--- src/rtl/word_subtractor_30_seq.sv ---
// Multi-cycle LSB-first word-address subtractor: d = a - b, DIGIT bits per cycle via a registered borrow.
// Optional WORD_SUB_SIGNED_OVF_EN adds the signed-overflow flag output ovf.
module word_subtractor_30_seq #(
  parameter int unsigned WIDTH = 30,
  parameter int unsigned DIGIT = 2
) (
  input  logic             clk,
  input  logic             rst_n,
  input  logic             in_valid,
  output logic             in_ready,
  input  logic [WIDTH-1:0] a,
  input  logic [WIDTH-1:0] b,
  output logic             out_valid,
  input  logic             out_ready,
  output logic [WIDTH-1:0] d,
  output logic             borrow,
  output logic             zero
`ifdef WORD_SUB_SIGNED_OVF_EN
  ,
  output logic             ovf
`endif
);

  localparam int unsigned STEPS = WIDTH / DIGIT;
  localparam int unsigned CW    = (STEPS > 1) ? $clog2(STEPS) : 1;
  localparam logic [CW-1:0] LAST = CW'(STEPS - 1);

  if ((WIDTH % DIGIT) != 0) begin : g_bad_digit
    $error("word_subtractor_30_seq: DIGIT must divide WIDTH evenly");
  end

  typedef enum logic [1:0] {IDLE, RUN, DONE} state_t;

  state_t           state, state_nxt;
  logic [WIDTH-1:0] a_sh, b_sh, res, res_nxt;
  logic             borrow_r;
  logic [CW-1:0]    cnt;
  logic [DIGIT:0]   step;
  logic             accept;

  assign accept = in_valid & in_ready;

  // One digit of the borrow chain; the step's MSB is the outgoing borrow.
  always_comb begin
    step    = {1'b0, a_sh[DIGIT-1:0]} - {1'b0, b_sh[DIGIT-1:0]} - {{DIGIT{1'b0}}, borrow_r};
    res_nxt = {step[DIGIT-1:0], res[WIDTH-1:DIGIT]};
  end

  always_ff @(posedge clk) begin
    if (!rst_n) state <= IDLE;
    else        state <= state_nxt;
  end

  always_comb begin
    state_nxt = state;
    in_ready  = 1'b0;
    out_valid = 1'b0;
    case (state)
      IDLE: begin
        in_ready = 1'b1;
        if (in_valid) state_nxt = RUN;
      end
      RUN: begin
        if (cnt == LAST) state_nxt = DONE;
      end
      DONE: begin
        out_valid = 1'b1;
        if (out_ready) state_nxt = IDLE;
      end
      default: state_nxt = IDLE;
    endcase
  end

`ifdef WORD_SUB_SIGNED_OVF_EN
  logic a_msb, b_msb;
`endif

  // Outputs update only on the final digit so they hold outside DONE.
  always_ff @(posedge clk) begin
    if (!rst_n) begin
      a_sh     <= '0;
      b_sh     <= '0;
      res      <= '0;
      borrow_r <= 1'b0;
      cnt      <= '0;
      d        <= '0;
      borrow   <= 1'b0;
      zero     <= 1'b0;
`ifdef WORD_SUB_SIGNED_OVF_EN
      a_msb    <= 1'b0;
      b_msb    <= 1'b0;
      ovf      <= 1'b0;
`endif
    end else if (accept) begin
      a_sh     <= a;
      b_sh     <= b;
      borrow_r <= 1'b0;
      cnt      <= '0;
`ifdef WORD_SUB_SIGNED_OVF_EN
      a_msb    <= a[WIDTH-1];
      b_msb    <= b[WIDTH-1];
`endif
    end else if (state == RUN) begin
      a_sh     <= a_sh >> DIGIT;
      b_sh     <= b_sh >> DIGIT;
      res      <= res_nxt;
      borrow_r <= step[DIGIT];
      cnt      <= cnt + CW'(1);
      if (cnt == LAST) begin
        d      <= res_nxt;
        borrow <= step[DIGIT];
        zero   <= ~|res_nxt;
`ifdef WORD_SUB_SIGNED_OVF_EN
        ovf    <= (a_msb != b_msb) && (res_nxt[WIDTH-1] != a_msb);
`endif
      end
    end
  end

endmodule

--- config.mk ---
export PLATFORM = sky130hd
export DESIGN_NAME = word_subtractor_30_seq
export DESIGN_NICKNAME = d
export VERILOG_FILES = /design/src/rtl/word_subtractor_30_seq.sv
export SDC_FILE = /design/constraint.sdc
export NUM_CORES = 1
export LEC_CHECK = 0
export ABC_AREA = 1
export BUFFER_PORTS_ARGS = -buffer_cell sky130_fd_sc_hd__buf_4
export CAP_MARGIN = 20
export CELL_PAD_IN_SITES_DETAIL_PLACEMENT = 2
export CELL_PAD_IN_SITES_GLOBAL_PLACEMENT = 2
export CORE_MARGIN = 3
export CORE_UTILIZATION = 33
export DETAILED_ROUTE_END_ITERATION = 7
export GPL_TIMING_DRIVEN = 0
export PLACE_DENSITY_LB_ADDON = 0.1
export SYNTH_ARGS = -nofsm -noshare
export SYNTH_HDL_FRONTEND = slang
export SYNTH_SLANG_ARGS = --single-unit
--- constraint.sdc ---
create_clock -name clk -period 5.2 [get_ports clk]
set_clock_uncertainty 0.2 [all_clocks]
set_input_delay 0.26 -clock clk [delete_from_list [all_inputs] [get_ports clk]]
set_output_delay 0.26 -clock clk [all_outputs]
set_load 0.01 [all_outputs]
# Yosys cells after proc, flatten, opt, wreduce, memory -nomap -nowiden
# Index checks and enable logic that the tools add are counted.
# Widths: inputs -> output; s select.
# word_totals
in_bits,64
word_cells,39
out_inout_bits,34
ff_bits,129
# classes
bitwise_logic,3
n_addsub,3
mux,10
reduce_logical,8
eq_ne,6
# ops
op,count
$mux 30,4
$reduce_or 30->1,1
$mux 2,3
$pmux 2 s3,1
$reduce_and 3->1,2
$add 4x1->4 const B,1
$eq 4x4->1 const B,1
$ne 2x2->1 const B,2
$sub 2x2->3,1
$sub 3x1->3,1
$eq 2x1->1 const B,1
$eq 2x2->1 const B,1
$logic_not 2->1,1
$mux 1,2
$ne 2x1->1 const B,1
$not 1->1,2
$reduce_and 2->1,1
$reduce_bool 2->1,1
$reduce_or 2->1,1
$and 1x1->1,1
$logic_not 1->1,1

# Logic depth before layout (Yosys ltp)
# logic_depth
depth_word,5
depth_mapped,13
mapped_depth_nobuf,13

# Worst setup path after synthesis
# No wires, ideal clock.
# synth_path
kind,reg-to-reg
startpoint,register b_sh[0]
endpoint,register zero
setup_ps,70
setup_slack_ps,2654
n_path_buf,0
t_required_ps,4930
stages_incl_launch_ff,14
t_arrival_ps,2276
period_less_slack_ps,2546
cell_sequence,dfxtp_1 inv_1 fa_1 inv_1 ha_1 or2_2 fa_1 inv_1 nand2_1 nor2_1 nand2_1 nor2_1 nand3_1 a21oi_1
# synth_between
elab_chain_len,4
# synth_lines
element,line,rtl
from (decl),35,"logic [WIDTH-1:0] a_sh, b_sh, res, res_nxt;"
from (signal assigned),105,b_sh <= b_sh >> DIGIT;
$sub 2x2->3,45,"step = {1'b0, a_sh[DIGIT-1:0]} - {1'b0, b_sh[DIGIT-1:0]} - {{DIGIT{1'b0}}, borrow_r};"
$sub 3x1->3,45,
net step[1],38,logic [DIGIT:0] step;
$reduce_or 30->1,112,zero <= ~|res_nxt;
$logic_not 1->1,112,
to (signal assigned),112,
to (decl),17,output logic zero
# The timed path passes the listed nets, and every way through them passes these cells.
# A chain may end at the register's enable or synchronous reset.

# Worst setup path after layout
# Ends and elaborated chain as after synthesis.

==> impl_summary.md <==
Placement
At the end of routability-driven placement, the weighted congestion stood at 0.772. After detailed placement, the design holds a cell count of 921. The cell area after placement is 0.00592 mm². The number of buffer cells added on primary ports is 97. Once detailed placement completed, the half-perimeter wirelength came to 10,900 µm. Before CTS, the worst setup slack after placement is 2320 ps.

GRT
Global routing used 23.7% of the available tracks. The maximum number of pins on one net before global-route repair is 17. The total congestion overflow is 0. The first global-routing pass estimated 30,700 µm of wire. The number of global-route vias before repair is 5,911. The number of antenna violations at the first check in global routing is 0.

Cells and area
Across the whole layout, storage elements account for 0.00254 mm². After routing the design area is 0.00708 mm². Relative to the synthesized area, the layout overhead comes to 42.7%. The share of final-layout standard cells stronger than drive strength 1 is 19.3%.

The total number of nets in the final design is 887. Counting the fill cells in the layout gives 1,603. The number of antenna diodes in the final layout is 0. The final standard cell count with taps included and fillers excluded is 1,013. The area of the multi-input gates is 0.00206 mm².

Setup path
The number of cells on the worst reg-to-reg path is 13. In this run the critical register-to-register path is launched from b_sh[0]$_SDFFE_PN0P_. The category of the critical setup timing path is reg -> reg. The largest fanout on the critical path is 2. The type of origin of the critical path is a flip-flop.

For the worst setup path, the data arrival time is 3030 ps. The endpoint identified for the worst register-to-register timing path is zero$_SDFFE_PN0P_. In this run the worst setup path begins at b_sh[0]$_SDFFE_PN0P_. The worst setup path is captured at a flip-flop.

Across all register-to-register paths, the minimum setup slack is 2320 ps. Data on the critical path is required at its endpoint by 5350 ps.

Clocking
The later-pin clock latency in the skew report is 430 ps. In this run the deepest clock path goes through 2 buffers. The number of H-tree levels is 4.

Clock tree synthesis inserted a total of 17 buffers. The post-CTS setup buffer count is 0. The root buffer cell is clkbuf_16. The number of buffers inserted for hold repair after clock tree synthesis is 61. After clock tree synthesis, the clock-pin slew on the worst setup and hold paths is 60 ps. The clock drives 127 sinks. In this run, post-CTS repair resized a total of 0 instances.

The TritonCTS clock tree is done.

Synth
The proportion of synthesized flip-flops having asynchronous set or reset is 0%. The cell area that synthesis handed to floorplanning was 0.00496 mm². During synthesis, Yosys emitted a total of 0 warnings. The most used flip-flop cell after synthesis is dfxtp_1.

The number of flops mapped to enable cells by yosys is 0. The cell type with the highest aggregate area in the netlist is dfxtp_1. After synthesis, the mean cell area works out to 7.75 µm². The total of flip-flops plus latches after synthesis is 127.

The most frequently used cell type in the post-synthesis netlist is nand2_1. Summing the sequential cell areas from Yosys gives 51.2% of the chip area. Synthesis produced 640 cells. By count the netlist is led by nand2_1, dfxtp_1, a31oi_1. The total nets after synthesis is 710.

Yosys attributes the largest share of cell area to dfxtp_1, nand2_1, a31oi_1, nor2_1, a21oi_1. The share of the synthesized area in the top cell type is 51.2%. The count of different cell masters after synthesis is 26.

Power
Power comes to 2520 µW. The leakage dissipation is 0.00290 µW. VDD sags by at most 0.000242 V. The power per standard cell area is 355 mW/mm².

Status
The run finished with clean final reports.

Routing
The via count is 5,131. The number of search-and-repair iterations in the first detailed-routing pass is 4. The first-iteration detailed-routing DRC count is 263. The via-per-instance ratio is 5.07. The average wire length per cell after detail routing is 18.7 µm.

Summed over all layers, the routed wires come to 19,000 µm. The number of routed nets with antenna violations is 0. After detailed routing, the number of remaining DRC violations is 0.

Floorplanning
For this configuration, the core starts out at a cell density of 33.9%. The total I/O pin count is 98. In this run the core area contains 44 standard-cell rows. The floorplan core area is 0.0146 mm².

The die footprint is 0.0165 mm². The height of the chip is 129 µm. The floorplan step set the die width to 129 µm.

Timing
The shortest clock period the worst path allows after layout is 2880 ps. Once routing completed, OpenROAD measured the worst setup slack at 2320 ps. Based on the critical path, the design can be clocked at up to 347 MHz. The final-report hold violation count is 0.

For the pin with the worst max-slew slack, the measured transition is 716 ps. The max-slew violation count is 0. The period utilization is 55.4%. The total negative slack for setup checks is 0 ps.

Setup violations remaining at the end of the flow were counted as 0. Setup repair after global routing left no endpoint under its margin. The remaining max-slew budget at the tightest pin is 52.3%.

Min path
The worst hold path begins at in_valid. The type of the tightest min-delay check is in -> reg. The worst hold path passes through 3 cells. The hold path endpoint is state[0]$_SDFFE_PN0P_.

Flow run
The tool flagged a number of max-cap violations equal to 0.
## kinds of logic (layout without fill, tap and decap cells)
logic type                 after synthesis  count (layout)  synth area share, %
and+or+nand+nor                        281             281                 21.9
AOI/OAI and AO/OA                      145             145                 17.4
DFF                                    127             127                 51.2
buffers and inverters                   79             268                 7.26
adders and majority gates                6               6                 1.82
xor gates and xnor gates                 2               2                0.353
## per-layer routing
layer	vias to the layer above	global-route usage [%]	routed length (µm)	share of wire (%)
met4	0	9.02	449	2.4
li1	2457	-	-	-
met3	38	4.82	645	3.4
met5	-	0	0	0
met1	2526	26.5	7860	41
met2	110	44.1	10000	53
## critical path: stages (launching register included)
cell and delay, ps:
dfxtp_1 370, inv_1 80, fa_1 530, inv_1 50, ha_1 160, or2_2 300
fa_1 460, inv_1 120, nand2_1 70, nor2_1 90, nand2_1 70, nor2_1 100
nand3_1 80, a21oi_1 120
## cell type report
class	instances	area share, %
Tap cell	184	3.25
Clock buffer	24	6.94
Multi-Input combinational cell	434	29.1
Clock inverter	7	0.848
Inverter	36	1.94
Buffer	43	3.14
Sequential cell	127	35.9
Timing Repair Buffer	158	18.9
## power by group
| group | switching [µW] | total (µW) | leakage (µW) | internal, µW |
|---|---|---|---|---|
| clock network | 441 | 1140 | 0.000279 | 700 |
| logic | 181 | 311 | 0.00158 | 130 |
| registers | 37.5 | 1070 | 0.00104 | 1030 |
| total | 660 | 2520 | 0.00290 | 1860 |
## how the worst max path moves through the flow
stage | end | slack, ps
2_1_floorplan | zero$_SDFFE_PN0P_ | 2650
3_3_place_gp | zero$_SDFFE_PN0P_ | 2430
3_5_place_dp | zero$_SDFFE_PN0P_ | 2320
4_1_cts | zero$_SDFFE_PN0P_ | 2320
5_1_grt | zero$_SDFFE_PN0P_ | 2120
6_report | zero$_SDFFE_PN0P_ | 2320
## flip-flops by register name (all words and copies together), names as in the netlist
name      flops
a_sh         30
b_sh         30
d            30
res          28
cnt           4
state         2
borrow        1
borrow_r      1
zero          1
## cells in the final DEF (no fill, tap or decap), drive strengths merged
master,n
nand3,4
a31oi,56
or2,1
nand4,1
ha,4
clkbuf,40
bufinv,1
clkinv,6
inv,36
nor3,1
nor2,58
a211oi,24
dfxtp,127
buf,124
fa,2
o21ai,31
dlygate4sd3,61
a21oi,34
nand2,216
xor2,2
## per-stage QoR
stage                     utilization [%]  hold slack (ps)
final                                48.4             19.6
after global routing                 48.4             43.0
after detailed placement             40.4              258
after CTS                            48.4             10.2
after floorplan                         -              208
after global placement               40.4              250
No activity file was read; power rests on OpenSTA's default activity.
